`config.mk`:
```
export PLATFORM = sky130hd
export DESIGN_NAME = cdb_arbiter
export DESIGN_NICKNAME = d
export VERILOG_FILES = /design/src/rtl/cdb_arbiter_pkg.sv /design/src/rtl/cdb_arbiter_rr_arbiter.sv /design/src/rtl/cdb_arbiter.sv
export SDC_FILE = /design/constraint.sdc
export NUM_CORES = 1
export LEC_CHECK = 0
export CORE_ASPECT_RATIO = 0.7
export CORE_MARGIN = 4
export CORE_UTILIZATION = 39
export DETAILED_ROUTE_END_ITERATION = 6
export PLACE_DENSITY_LB_ADDON = 0.15
export SKIP_LAST_GASP = 1
export SLEW_MARGIN = 10
export SYNTH_ARGS = -nofsm -noshare
export SYNTH_HDL_FRONTEND = slang
export SYNTH_HIERARCHICAL = 1
export SYNTH_SLANG_ARGS = --single-unit
```
`constraint.sdc`:
```
create_clock -name clk -period 6.9 [get_ports clk]
set_clock_uncertainty 0.05 [all_clocks]
set_input_delay 1.38 -clock clk [delete_from_list [all_inputs] [get_ports clk]]
set_output_delay 1.38 -clock clk [all_outputs]
set_load 0.01 [all_outputs]
```
`src/rtl/cdb_arbiter_pkg.sv`:
```
// Shared CDB types: completion result (sal_t), ROB flush window (flush_t)
// and the flush-window membership test used by the arbiter.
package cdb_arbiter_pkg;

    localparam int ROB_TAG_W = 4;
    localparam int DATA_W    = 32;

    typedef struct packed {
        logic [ROB_TAG_W-1:0] tag;
        logic                 rdy;
        logic [DATA_W-1:0]    data;
    } sal_t;

    typedef struct packed {
        logic                 valid;
        logic [ROB_TAG_W-1:0] flush_tag;
        logic [ROB_TAG_W-1:0] front_tag;
        logic [ROB_TAG_W-1:0] rear_tag;
    } flush_t;

    // Distances are measured from flush_tag so a window that wraps past the
    // end of the ROB needs no special case.
    function automatic logic rob_in_flush_window(input logic [ROB_TAG_W-1:0] tag,
                                                 input flush_t               flush,
                                                 input int unsigned          rob_size);
        logic [ROB_TAG_W-1:0] tag_off;
        logic [ROB_TAG_W-1:0] rear_off;
        tag_off  = tag - flush.flush_tag;
        rear_off = flush.rear_tag - flush.flush_tag;
        return ((32'(tag_off) % rob_size) <= (32'(rear_off) % rob_size));
    endfunction

endpackage

```
`src/rtl/cdb_arbiter_rr_arbiter.sv`:
```
// Combinational round-robin pick: first eligible index starting at rr_ptr_i,
// wrapping at N. Grant is one-hot; grant_valid_o flags any eligible request.
module rr_arbiter #(
    parameter  int N     = 4,
    localparam int PTR_W = (N > 1) ? $clog2(N) : 1
) (
    input  logic [N-1:0]     eligible_i,
    input  logic [PTR_W-1:0] rr_ptr_i,
    output logic [N-1:0]     grant_o,
    output logic             grant_valid_o
);

    logic [PTR_W-1:0] idx;

    // Scan from the farthest offset down so the nearest eligible one wins.
    always_comb begin
        grant_o = '0;
        idx     = '0;
        for (int k = N - 1; k >= 0; k--) begin
            idx = PTR_W'((int'(rr_ptr_i) + k) % N);
            if (eligible_i[idx]) begin
                grant_o      = '0;
                grant_o[idx] = 1'b1;
            end
        end
        grant_valid_o = |eligible_i;
    end

endmodule

```
`src/rtl/cdb_arbiter.sv`:
```
// CDB arbiter: kills results inside an active flush window, round-robin grants
// one surviving result per cycle and registers it onto the common data bus.
module cdb_arbiter
    import cdb_arbiter_pkg::*;
#(
    parameter int NUM_REQ  = 4,
    parameter int ROB_SIZE = 8,
    parameter int TAG_W    = 4,
    parameter int CNT_W    = 16
) (
    input  logic               clk,
    input  logic               rst,
    input  sal_t               req_i [NUM_REQ],
    output logic [NUM_REQ-1:0] req_ack_o,
    input  flush_t             flush_i,
    output sal_t               cdb_o,
    output logic [CNT_W-1:0]   kill_cnt_o
);

    localparam int PTR_W = (NUM_REQ > 1) ? $clog2(NUM_REQ) : 1;
    localparam int PC_W  = $clog2(NUM_REQ + 1);
    localparam int SUM_W = CNT_W + PC_W;

    logic [NUM_REQ-1:0] killed;
    logic [NUM_REQ-1:0] eligible;
    logic [NUM_REQ-1:0] grant;
    logic               grant_valid;
    logic [PTR_W-1:0]   rr_ptr_q, rr_ptr_d;
    logic [PTR_W-1:0]   win_idx;
    logic [TAG_W-1:0]   win_tag;
    sal_t               cdb_q, cdb_d;
    logic [CNT_W-1:0]   kill_cnt_q, kill_cnt_d;
    logic [PC_W-1:0]    kill_num;
    logic [SUM_W-1:0]   kill_sum;
    logic               unused_front;

    // The ROB only needs flush_tag/rear_tag for the window test here.
    assign unused_front = ^flush_i.front_tag;

    // A kill removes the request from arbitration in the same cycle.
    always_comb begin
        killed   = '0;
        eligible = '0;
        for (int i = 0; i < NUM_REQ; i++) begin
            killed[i]   = flush_i.valid & req_i[i].rdy &
                          rob_in_flush_window(req_i[i].tag, flush_i, unsigned'(ROB_SIZE));
            eligible[i] = req_i[i].rdy & ~killed[i];
        end
    end

    rr_arbiter #(.N(NUM_REQ)) u_rr_arbiter (
        .eligible_i    (eligible),
        .rr_ptr_i      (rr_ptr_q),
        .grant_o       (grant),
        .grant_valid_o (grant_valid)
    );

    always_comb begin
        win_idx = '0;
        win_tag = '0;
        cdb_d   = '0;
        for (int i = 0; i < NUM_REQ; i++) begin
            if (grant[i]) begin
                win_idx    = PTR_W'(i);
                win_tag    = req_i[i].tag;
                cdb_d.data = req_i[i].data;
            end
        end
        if (grant_valid) begin
            cdb_d.tag = win_tag;
            cdb_d.rdy = 1'b1;
        end
        rr_ptr_d = rr_ptr_q;
        if (grant_valid) begin
            rr_ptr_d = (win_idx == PTR_W'(NUM_REQ - 1)) ? '0 : win_idx + 1'b1;
        end
    end

    // Summing in a wider word makes saturation a single compare.
    always_comb begin
        kill_num = '0;
        for (int i = 0; i < NUM_REQ; i++) begin
            kill_num = kill_num + PC_W'(killed[i]);
        end
        kill_sum   = SUM_W'(kill_cnt_q) + SUM_W'(kill_num);
        kill_cnt_d = (kill_sum > SUM_W'({CNT_W{1'b1}})) ? '1 : kill_sum[CNT_W-1:0];
    end

    always_ff @(posedge clk or posedge rst) begin
        if (rst) begin
            rr_ptr_q   <= '0;
            cdb_q      <= '0;
            kill_cnt_q <= '0;
        end else begin
            rr_ptr_q   <= rr_ptr_d;
            cdb_q      <= cdb_d;
            kill_cnt_q <= kill_cnt_d;
        end
    end

    assign req_ack_o  = rst ? '0 : (killed | grant);
    assign cdb_o      = cdb_q;
    assign kill_cnt_o = kill_cnt_q;

endmodule

```
==> flow_summary.toml, run 1 <==
[power_and_ir_drop]
internal_power_mw = 1.700
p_switching_mw = 1.371
power_frac_clock_pct = 9.1
p_sw_share_pct = 44.64
power_mw = 3.071
powerDensity_nw_per_um2 = 472.7
peakVddDrop_v = 0.0003318
p_comb_share_pct = 72.3
p_seq_share_pct = 18.6
leakage_nw = 2.751

[drt]
via_per_inst = 5.322
drc = 0
vias = 4146
wl_per_cell_um = 17.72
drt_iter0_drc = 298
first_pass_iters = 5
antenna_left = 0
wl_um = 13810

[timing]
hold_viol_final = 0
maxSlewViolCount = 0
period_minus_slack_ns = 6.608
rsz0062_at_grt = "no"
worstMarginPinSlew_ns = 0.7239
period_share_pct = 95.76
slew_headroom_pct = 51.67
setup_viol = 0
fmax_mhz = 151.3
final.setup.tns_ns = 0

[cts]
cts_made_buffers = 5
clock_latency_ns = 0.29
cts_hold_buf = 0
clkSinkCount = 55
cts.reportedPaths.clkPinSlew_ns = 0.06
cts_tree = "built"
cts_root_buf = "clkbuf_16"
htree_num_levels = 2
ctsLongestPathBuffers = 2

[floorplan]
dieArea_um2 = 11700
fp.dieH_um = 91.70
initial_utilization_pct = 40.14
pin_count = 220
fp.coreArea_um2 = 9722
rows = 30
fp.dieW_um = 127.6

[critical_path]
crit_end = "req_ack_o[0]"
startpoint_type = "input pin"
arrival_ns = 5.18
path_class = "in2out"
r2r_end = "cdb_o[15]$_DFF_PP0_"
critPathRequiredTime_ns = 5.47
crit_path_end_kind = "output port"
rr_startpoint = "rr_ptr_q[0]$_DFFE_PP0P_"
crit_start = "flush_i[0]"
cp_max_fo = 5
rrSetupSlack_ns = 3.23
reg2reg_depth = 12

[grt]
antenna_found_initial = 0
grt_use_total_pct = 23.14
grt_max_degree = 75
grt_overflow_total = 0
grt_pass1_wl_um = 21420
grt_pass1_vias = 4084

[yosys]
synthArstFlopShare_pct = 100.0
synth_cells = 436
yosysUniqueCellTypes = 49
syn_area_um2 = 3902
ys_warn_count = 6
syn_nets = 627
synth-edff-count = 0
ys_seq_elements = 55
seq_area_frac_synth_pct = 35.27
synth_ff_type = "dfrtp_1"
syn_area_per_cell_um2 = 8.951

[placed_design]
placed_cell_area_um2 = 6281
place.gp.congestion = 0.8896
port_buffers = 213
dpl.hpwl_um = 11030

[cells_and_area]
drive_gt1_share_pct = 7.834
area_delta_synth_final_pct = 66.46
final_cell_area_um2 = 6496
antenna_cells = 0
finalNetCount = 842

[run_status]
status = "completed"

[flow_run]
drv_cap = 0

[hold_path]
hold_path.class = "reg2reg"
[cell usage after synthesis (2+ instances only)]
master | count | share of area (%)
a211oi_1 | 3 | 0.58
a21oi_1 | 14 | 1.8
a221o_1 | 31 | 8.0
a221oi_1 | 4 | 0.90
a22oi_1 | 2 | 0.38
a31oi_1 | 7 | 1.1
and3_1 | 5 | 0.80
buf_1 | 2 | 0.19
buf_6 | 2 | 0.58
clkbuf_1 | 21 | 2.0
dfrtp_1 | 55 | 35
fa_1 | 8 | 4.1
ha_1 | 20 | 6.4
inv_1 | 24 | 2.3
mux2_2 | 3 | 0.87
mux2i_1 | 4 | 1.0
mux4_2 | 4 | 2.3
nand2_1 | 66 | 6.3
nand2b_1 | 4 | 0.64
nand3_1 | 8 | 1.0
nand4_1 | 5 | 0.80
nor2_1 | 12 | 1.2
nor2b_1 | 10 | 1.6
nor3_1 | 5 | 0.64
o211ai_1 | 4 | 0.77
o21a_1 | 2 | 0.38
o21ai_0 | 67 | 8.6
o22ai_1 | 5 | 0.80
or3_1 | 2 | 0.32
xnor2_1 | 13 | 2.9
xor2_1 | 6 | 1.3
[area by class of cell]
cell class	count	area [um^2]
Multi-Input combinational cell	329	2392
Sequential cell	55	1376
Fill cell	834	3226
Clock inverter	1	30.03
Tap cell	128	160.2
Timing Repair Buffer	235	2315
Inverter	25	93.84
Clock buffer	6	128.9
[worst max-delay path: stages]
cell             delay [ns]
clkdlybuf4s50_1        0.47
inv_1                  0.05
ha_1                   0.18
inv_1                  0.07
fa_1                   0.40
inv_1                  0.11
ha_1                   0.25
nor2b_1                0.14
o21ai_2                0.16
a21oi_1                0.12
o31a_1                 0.34
mux4_2                 0.55
nor2b_1                0.17
o31ai_2                0.28
a22oi_1                0.13
nand2_1                0.11
dlygate4sd2_1          0.27
[worst min-delay path by stage]
stage                                   from  slack, ns                        to  cells after the start
floorplan            kill_cnt_o[4]$_DFF_PP0_       0.51   kill_cnt_o[4]$_DFF_PP0_                      2
global placement     kill_cnt_o[4]$_DFF_PP0_       0.47   kill_cnt_o[4]$_DFF_PP0_                      2
detailed placement   kill_cnt_o[4]$_DFF_PP0_       0.50   kill_cnt_o[4]$_DFF_PP0_                      2
CTS                  kill_cnt_o[4]$_DFF_PP0_       0.51   kill_cnt_o[4]$_DFF_PP0_                      2
global route        kill_cnt_o[10]$_DFF_PP0_       0.55  kill_cnt_o[10]$_DFF_PP0_                      2
finish               kill_cnt_o[4]$_DFF_PP0_       0.51   kill_cnt_o[4]$_DFF_PP0_                      2
[flip-flops by register name, summed over array words and instances (netlist names)]
signal      cells
rr_ptr_q        2
kill_cnt_o     16
cdb_o          37
[timing repair]
| action | 4_1_cts | 5_1_grt |
|---|---|---|
| setup buffers | 2 | 0 |
| pin swaps | 3 | 2 |
| setup endpoints to repair | 4 | 3 |
| gates resized for setup | 9 | 4 |
| hold endpoints to repair | 0 | 0 |
[cell families after synthesis]
kind of cell             share of synthesized area [%]
AO/OA/AOI/OAI                                    24.62
AND/OR/NAND/NOR                                  15.13
flip-flops                                       35.27
buffers and inverters                            5.579
adder cells (fa/ha/maj)                          10.52
XOR/XNOR                                         4.681
multiplexers                                     4.200
[cell usage in the layout, fill, tap and decap left out, drive strengths merged, types with 7 or more instances in the layout]
master	netlist	layout
a21oi	14	14
fa	8	8
nor2	12	12
xnor2	13	13
buf	5	22
dfrtp	55	55
ha	20	20
a31oi	7	7
clkdlybuf4s50	0	208
a221o	31	31
nand2	66	66
nor2b	11	11
nand3	8	8
o21ai	67	67
xor2	7	7
inv	24	24
[routing by layer]
layer,global-route usage (%),part of all wire (%),up-vias
li1,-,-,2005
met4,3.125,0.72,0
met3,7.101,8.4,11
met2,37.96,48,164
met5,0,0,-
met1,30.98,43,1966
[power by group through the flow]
stage	combinational, mW	sequential, mW	clock (mW)
after floorplan	1.31	0.618	0
after global placement	2.15	0.571	0
after detailed placement	2.21	0.577	0
after CTS	2.24	0.571	0.283
after global routing	2.47	0.590	0.298
final	2.22	0.571	0.278
[metrics by stage]
stage / util, % / std cells / setup WS [ns] / hold slack [ns]
global route: 66.82 / 779 / 0.07920 / 0.5469
floorplan: - / 436 / 0.5192 / 0.5063
finish: 66.82 / 779 / 0.2923 / 0.5075
detailed placement: 64.61 / 770 / -0.2531 / 0.4972
global placement: 64.61 / 770 / -0.1986 / 0.4746
CTS: 66.67 / 779 / 0.001354 / 0.5108
No activity file was read; power rests on OpenSTA's default activity.
==> inputs of run 2 (changes only) <==
- SKIP_LAST_GASP: 1 -> not set
- clock period: 6.9 -> 7.45 ns (I/O delays scaled with it)
==> flow_summary.toml, run 2 (synthesis results as in run 1) <==
[run_status]
status = "completed"

[placed_design]
dpl.hpwl_um = 10930
port_buffers = 213
dp_slack_ns = 0.1092
dpl.cell_count = 761
place.gp.congestion = 0.8699

[drt]
via_per_inst = 5.455
vias = 4206
drt_iter0_drc = 240
drc = 0
antenna_left = 0
wl_per_cell_um = 17.79
wl_um = 13720
first_pass_iters = 5

[critical_path]
crit_path_top_delay_cell = "mux4_2"
crit_start = "flush_i[8]"
arrival_ns = 5.67
cp_cell_sequence = "clkdlybuf4s50_1 > ha_1 > inv_1 > fa_1 > inv_2 > ha_1 > nor2b_1 > o21ai_1 > a21oi_1 > o31a_1 > mux4_2 > nor2b_1 > o31ai_1 > a22oi_1 > nand2_1 > clkdlybuf4s50_1"
cp_num_buf_inv = 4
rr_startpoint = "rr_ptr_q[0]$_DFFE_PP0P_"
critPathRequiredTime_ns = 5.91
cp_max_fo = 5
rrSetupSlack_ns = 3.72
cp_top_family = "buffers and inverters"
r2r_end = "cdb_o[15]$_DFF_PP0_"
path_class = "in2out"
crit_end = "req_ack_o[0]"
cp_num_cells = 16
crit_path_end_kind = "output port"
startpoint_type = "input pin"
reg2reg_depth = 12
max_stage_delay_ns = 0.56

[timing]
maxSlewViolCount = 0
worstMarginPinSlew_ns = 0.6444
whs_ns = 0.5036
hold_viol_final = 0
slew_headroom_pct = 57.04
layout_setup_ws_ns = 0.2407
final.setup.tns_ns = 0
setup_viol = 0
period_share_pct = 96.77
period_minus_slack_ns = 7.209
fmax_mhz = 138.7
rsz0062_at_grt = "no"

[cells_and_area]
area_delta_synth_final_pct = 63.93
layout_commonest_cell = "clkdlybuf4s50_1"
largest_reg_flops = 37
instances_no_fill = 771
mostFrequentLayoutCells = "clkdlybuf4s50_1 (213), nand2_1 (66), o21ai_0 (65)"
final_core_util_pct = 65.80
antenna_cells = 0
drive_gt1_share_pct = 6.532
finalNetCount = 834

[floorplan]
fp.dieH_um = 91.70
pin_count = 220
dieArea_um2 = 11700
rows = 30
initial_utilization_pct = 40.14
fp.dieW_um = 127.6
fp.coreArea_um2 = 9722

[cts]
cts_tree = "built"
cts_made_buffers = 5
htree_num_levels = 2
ctsLongestPathBuffers = 2
cts_root_buf = "clkbuf_16"
clkSinkCount = 55
clock_latency_ns = 0.29
cts_hold_buf = 0
cts.reportedPaths.clkPinSlew_ns = 0.06

[grt]
grt_pass1_wl_um = 21520
antenna_found_initial = 0
grt_overflow_total = 0
grt_max_degree = 75
grt_pass1_vias = 4260
grt_use_total_pct = 22.95

[power_and_ir_drop]
peakVddDrop_v = 0.0002962
leakage_nw = 2.650
powerDensity_nw_per_um2 = 436.5

[flow_run]
drv_cap = 0

[hold_path]
hold_path.class = "reg2reg"
[run 2: changes by cell type in the layout (fill, tap and decap cells not counted), moves of 2 or more]
cell / before / now
buf_4: 21 / 14
clkdlybuf4s50_1: 208 / 213
dlymetal6s2s_1: 3 / 0
dlygate4sd2_1: 2 / 0
[run 2: where the power goes]
group | leakage (nW) | total, mW | switching (mW) | internal (mW)
logic | 1.90 | 2.01 | 1.08 | 0.926
clock network | 0.0769 | 0.255 | 0.0977 | 0.157
registers | 0.677 | 0.531 | 0.0803 | 0.451
[run 2: cell type report]
| type | instances | area [um^2] |
|---|---|---|
| Inverter | 25 | 93.84 |
| Multi-Input combinational cell | 329 | 2371 |
| Tap cell | 128 | 160.2 |
| Clock buffer | 6 | 128.9 |
| Sequential cell | 55 | 1376 |
| Fill cell | 798 | 3324 |
| Timing Repair Buffer | 227 | 2237 |
| Clock inverter | 1 | 30.03 |
[run 2: repair_timing]
action	CTS	global route
endpoints found under the hold margin	0	0
buffers inserted	0	3
resized for setup	0	5
endpoints found under the setup margin	0	4
[run 2: how the worst min path moves through the flow]
stage | depth (start not counted) | start | endpoint
4_1_cts | 2 | kill_cnt_o[10]$_DFF_PP0_ | kill_cnt_o[10]$_DFF_PP0_
6_report | 2 | kill_cnt_o[10]$_DFF_PP0_ | kill_cnt_o[10]$_DFF_PP0_
5_1_grt | 2 | kill_cnt_o[10]$_DFF_PP0_ | kill_cnt_o[10]$_DFF_PP0_
3_3_place_gp | 2 | kill_cnt_o[4]$_DFF_PP0_ | kill_cnt_o[4]$_DFF_PP0_
2_1_floorplan | 2 | kill_cnt_o[4]$_DFF_PP0_ | kill_cnt_o[4]$_DFF_PP0_
3_5_place_dp | 2 | kill_cnt_o[10]$_DFF_PP0_ | kill_cnt_o[10]$_DFF_PP0_
[run 2: metrics by stage]
| step | power, mW | cell area, um^2 |
|---|---|---|
| final | 2.793 | 6397 |
| after global routing | 3.061 | 6397 |
| after CTS | 2.805 | 6360 |
| after detailed placement | 2.543 | 6201 |
| after global placement | 2.471 | 6201 |
| after floorplan | 1.788 | 3902 |
[run 2: per-layer routing]
metal  part of all wire (%)  GRT usage, %  vias to the layer above  routed length [um]
met4                    1.0         3.839                        0                 138
met2                     49         38.57                      207                6708
met1                     41         30.00                     1995                5559
met5                      0             0                        -                   0
met3                    9.6         6.461                       14                1310
li1                       -             -                     1990                   -
[run 2: worst register-to-register path, delay by kind of cell (launching register included)]
kind | cells | cell delay (ns)
simple gates | 2 | 0.42
fa+ha+maj | 1 | 0.42
compound gates | 4 | 0.60
mux | 1 | 0.39
buf+inv | 4 | 1.06
flops | 1 | 0.71
==> inputs of run 3 (changes only) <==
- CORE_MARGIN: 4 -> not set
- CTS_CLUSTER_SIZE: not set -> 16
==> flow_summary.toml, run 3 (synthesis results as in run 1) <==
[floorplan]
rows = 30
pin_count = 220
initial_utilization_pct = 40.14
fp.dieH_um = 85.70
fp.dieW_um = 121.6
fp.coreArea_um2 = 9722
dieArea_um2 = 10420

[timing]
final.setup.tns_ns = 0
layout_setup_ws_ns = 0.2025
setup_viol = 0
rsz0062_at_grt = "no"
slew_headroom_pct = 55.97
maxSlewViolCount = 0
period_minus_slack_ns = 7.247
hold_viol_final = 0
worstMarginPinSlew_ns = 0.6605
period_share_pct = 97.28
fmax_mhz = 138.0

[cts]
cts_hold_buf = 0
cts.reportedPaths.clkPinSlew_ns = 0.06
clkSinkCount = 55
cts_made_buffers = 5
cts_root_buf = "clkbuf_16"
cts_tree = "built"
clock_latency_ns = 0.28
ctsLongestPathBuffers = 2
htree_num_levels = 2

[power_and_ir_drop]
internal_power_mw = 1.554
p_comb_share_pct = 72.4
powerDensity_nw_per_um2 = 439.6
p_sw_share_pct = 45.06
p_seq_share_pct = 18.6
p_switching_mw = 1.274
leakage_nw = 2.676
peakVddDrop_v = 0.0002657
power_frac_clock_pct = 9.0

[drt]
vias = 4145
wl_um = 13260
drc = 0
first_pass_iters = 5
drt_iter0_drc = 257
antenna_left = 0
via_per_inst = 5.376
wl_per_cell_um = 17.19

[hold_path]
min_path_cells = 2
hold_path.class = "reg2reg"

[run_status]
status = "completed"

[critical_path]
startpoint_type = "input pin"
reg2reg_depth = 12
cp_max_fo = 7
critPathRequiredTime_ns = 5.91
crit_path_end_kind = "output port"
rrSetupSlack_ns = 3.83
path_class = "in2out"
arrival_ns = 5.71

[cells_and_area]
mostFrequentLayoutCells = "clkdlybuf4s50_1 (212), nand2_1 (66), o21ai_0 (65)"
drive_gt1_share_pct = 6.998
layout_commonest_cell = "clkdlybuf4s50_1"
finalNetCount = 834
largest_reg_flops = 37
antenna_cells = 0
nFillCells = 809
area_delta_synth_final_pct = 64.83

[placed_design]
dpl.hpwl_um = 10380
place.gp.congestion = 0.8803
dp_slack_ns = 0.003078
port_buffers = 213

[grt]
grt_pass1_vias = 3981
grt_pass1_wl_um = 20670
grt_use_total_pct = 25.60
grt_max_degree = 75
grt_overflow_total = 0
antenna_found_initial = 0

[flow_run]
drv_cap = 0
-- run 3: path summary, 6_finish.rpt --
check,from,end
min,kill_cnt_o[10]$_DFF_PP0_,kill_cnt_o[10]$_DFF_PP0_
min in group asynchronous,rst,kill_cnt_o[13]$_DFF_PP0_
max reg2reg,rr_ptr_q[0]$_DFFE_PP0P_,cdb_o[30]$_DFF_PP0_
max in group asynchronous,rst,cdb_o[7]$_DFF_PP0_
min reg2reg,kill_cnt_o[10]$_DFF_PP0_,kill_cnt_o[10]$_DFF_PP0_
max,flush_i[8],req_ack_o[0]
-- run 3: cell type report --
class	count	area [um^2]	share of cell area (%)
multi-input combinational	329	2404	37.37
clock buffer	6	128.9	2.004
timing repair buffer	227	2240	34.82
sequential	55	1376	21.40
clock inverter	1	30.03	0.4668
inverter	25	93.84	1.459
tap	128	160.2	2.490
-- run 3: metal layers --
| layer | wire length (um) | GRT usage (%) | vias up |
|---|---|---|---|
| met5 | 0 | 0 | - |
| met4 | 100 | 3.928 | 0 |
| met3 | 860 | 6.051 | 10 |
| met2 | 6332 | 43.34 | 148 |
| met1 | 5963 | 33.89 | 1998 |
| li1 | - | - | 1989 |
-- run 3: power by group through the flow --
stage          clock network (mW)  logic [mW]  registers [mW]
6_report                    0.254        2.05           0.527
3_5_place_dp                    0        2.02           0.534
4_1_cts                     0.260        2.04           0.528
5_1_grt                     0.272        2.27           0.544
2_1_floorplan                   0        1.22           0.572
3_3_place_gp                    0        1.98           0.528
-- run 3: what timing repair did --
item,4_1_cts,5_1_grt
buffers inserted,0,1
gates resized for setup,0,11
setup endpoints to repair,0,4
-- run 3: per-stage QoR --
stage / cells / area [um^2] / total power, mW / util, % / hold WS, ns
2_1_floorplan: 436 / 3902 / 1.788 / - / 0.5063
3_3_place_gp: 763 / 6216 / 2.505 / 63.94 / 0.4765
3_5_place_dp: 763 / 6216 / 2.558 / 63.94 / 0.4875
4_1_cts: 770 / 6375 / 2.824 / 65.57 / 0.5036
5_1_grt: 771 / 6432 / 3.082 / 66.16 / 0.5443
6_report: 771 / 6432 / 2.828 / 66.16 / 0.5074
-- run 3: critical path: stages --
cell and delay [ns]:
clkdlybuf4s50_1 0.54, ha_1 0.18, inv_1 0.05, fa_1 0.50, inv_2 0.07, ha_1 0.28
nor2b_1 0.13, o21ai_1 0.17, a21oi_1 0.11, o31a_1 0.41, mux4_2 0.54, inv_1 0.08
a211oi_1 0.07, o31ai_2 0.30, a22oi_1 0.13, nand2_1 0.11, clkdlybuf4s50_1 0.53
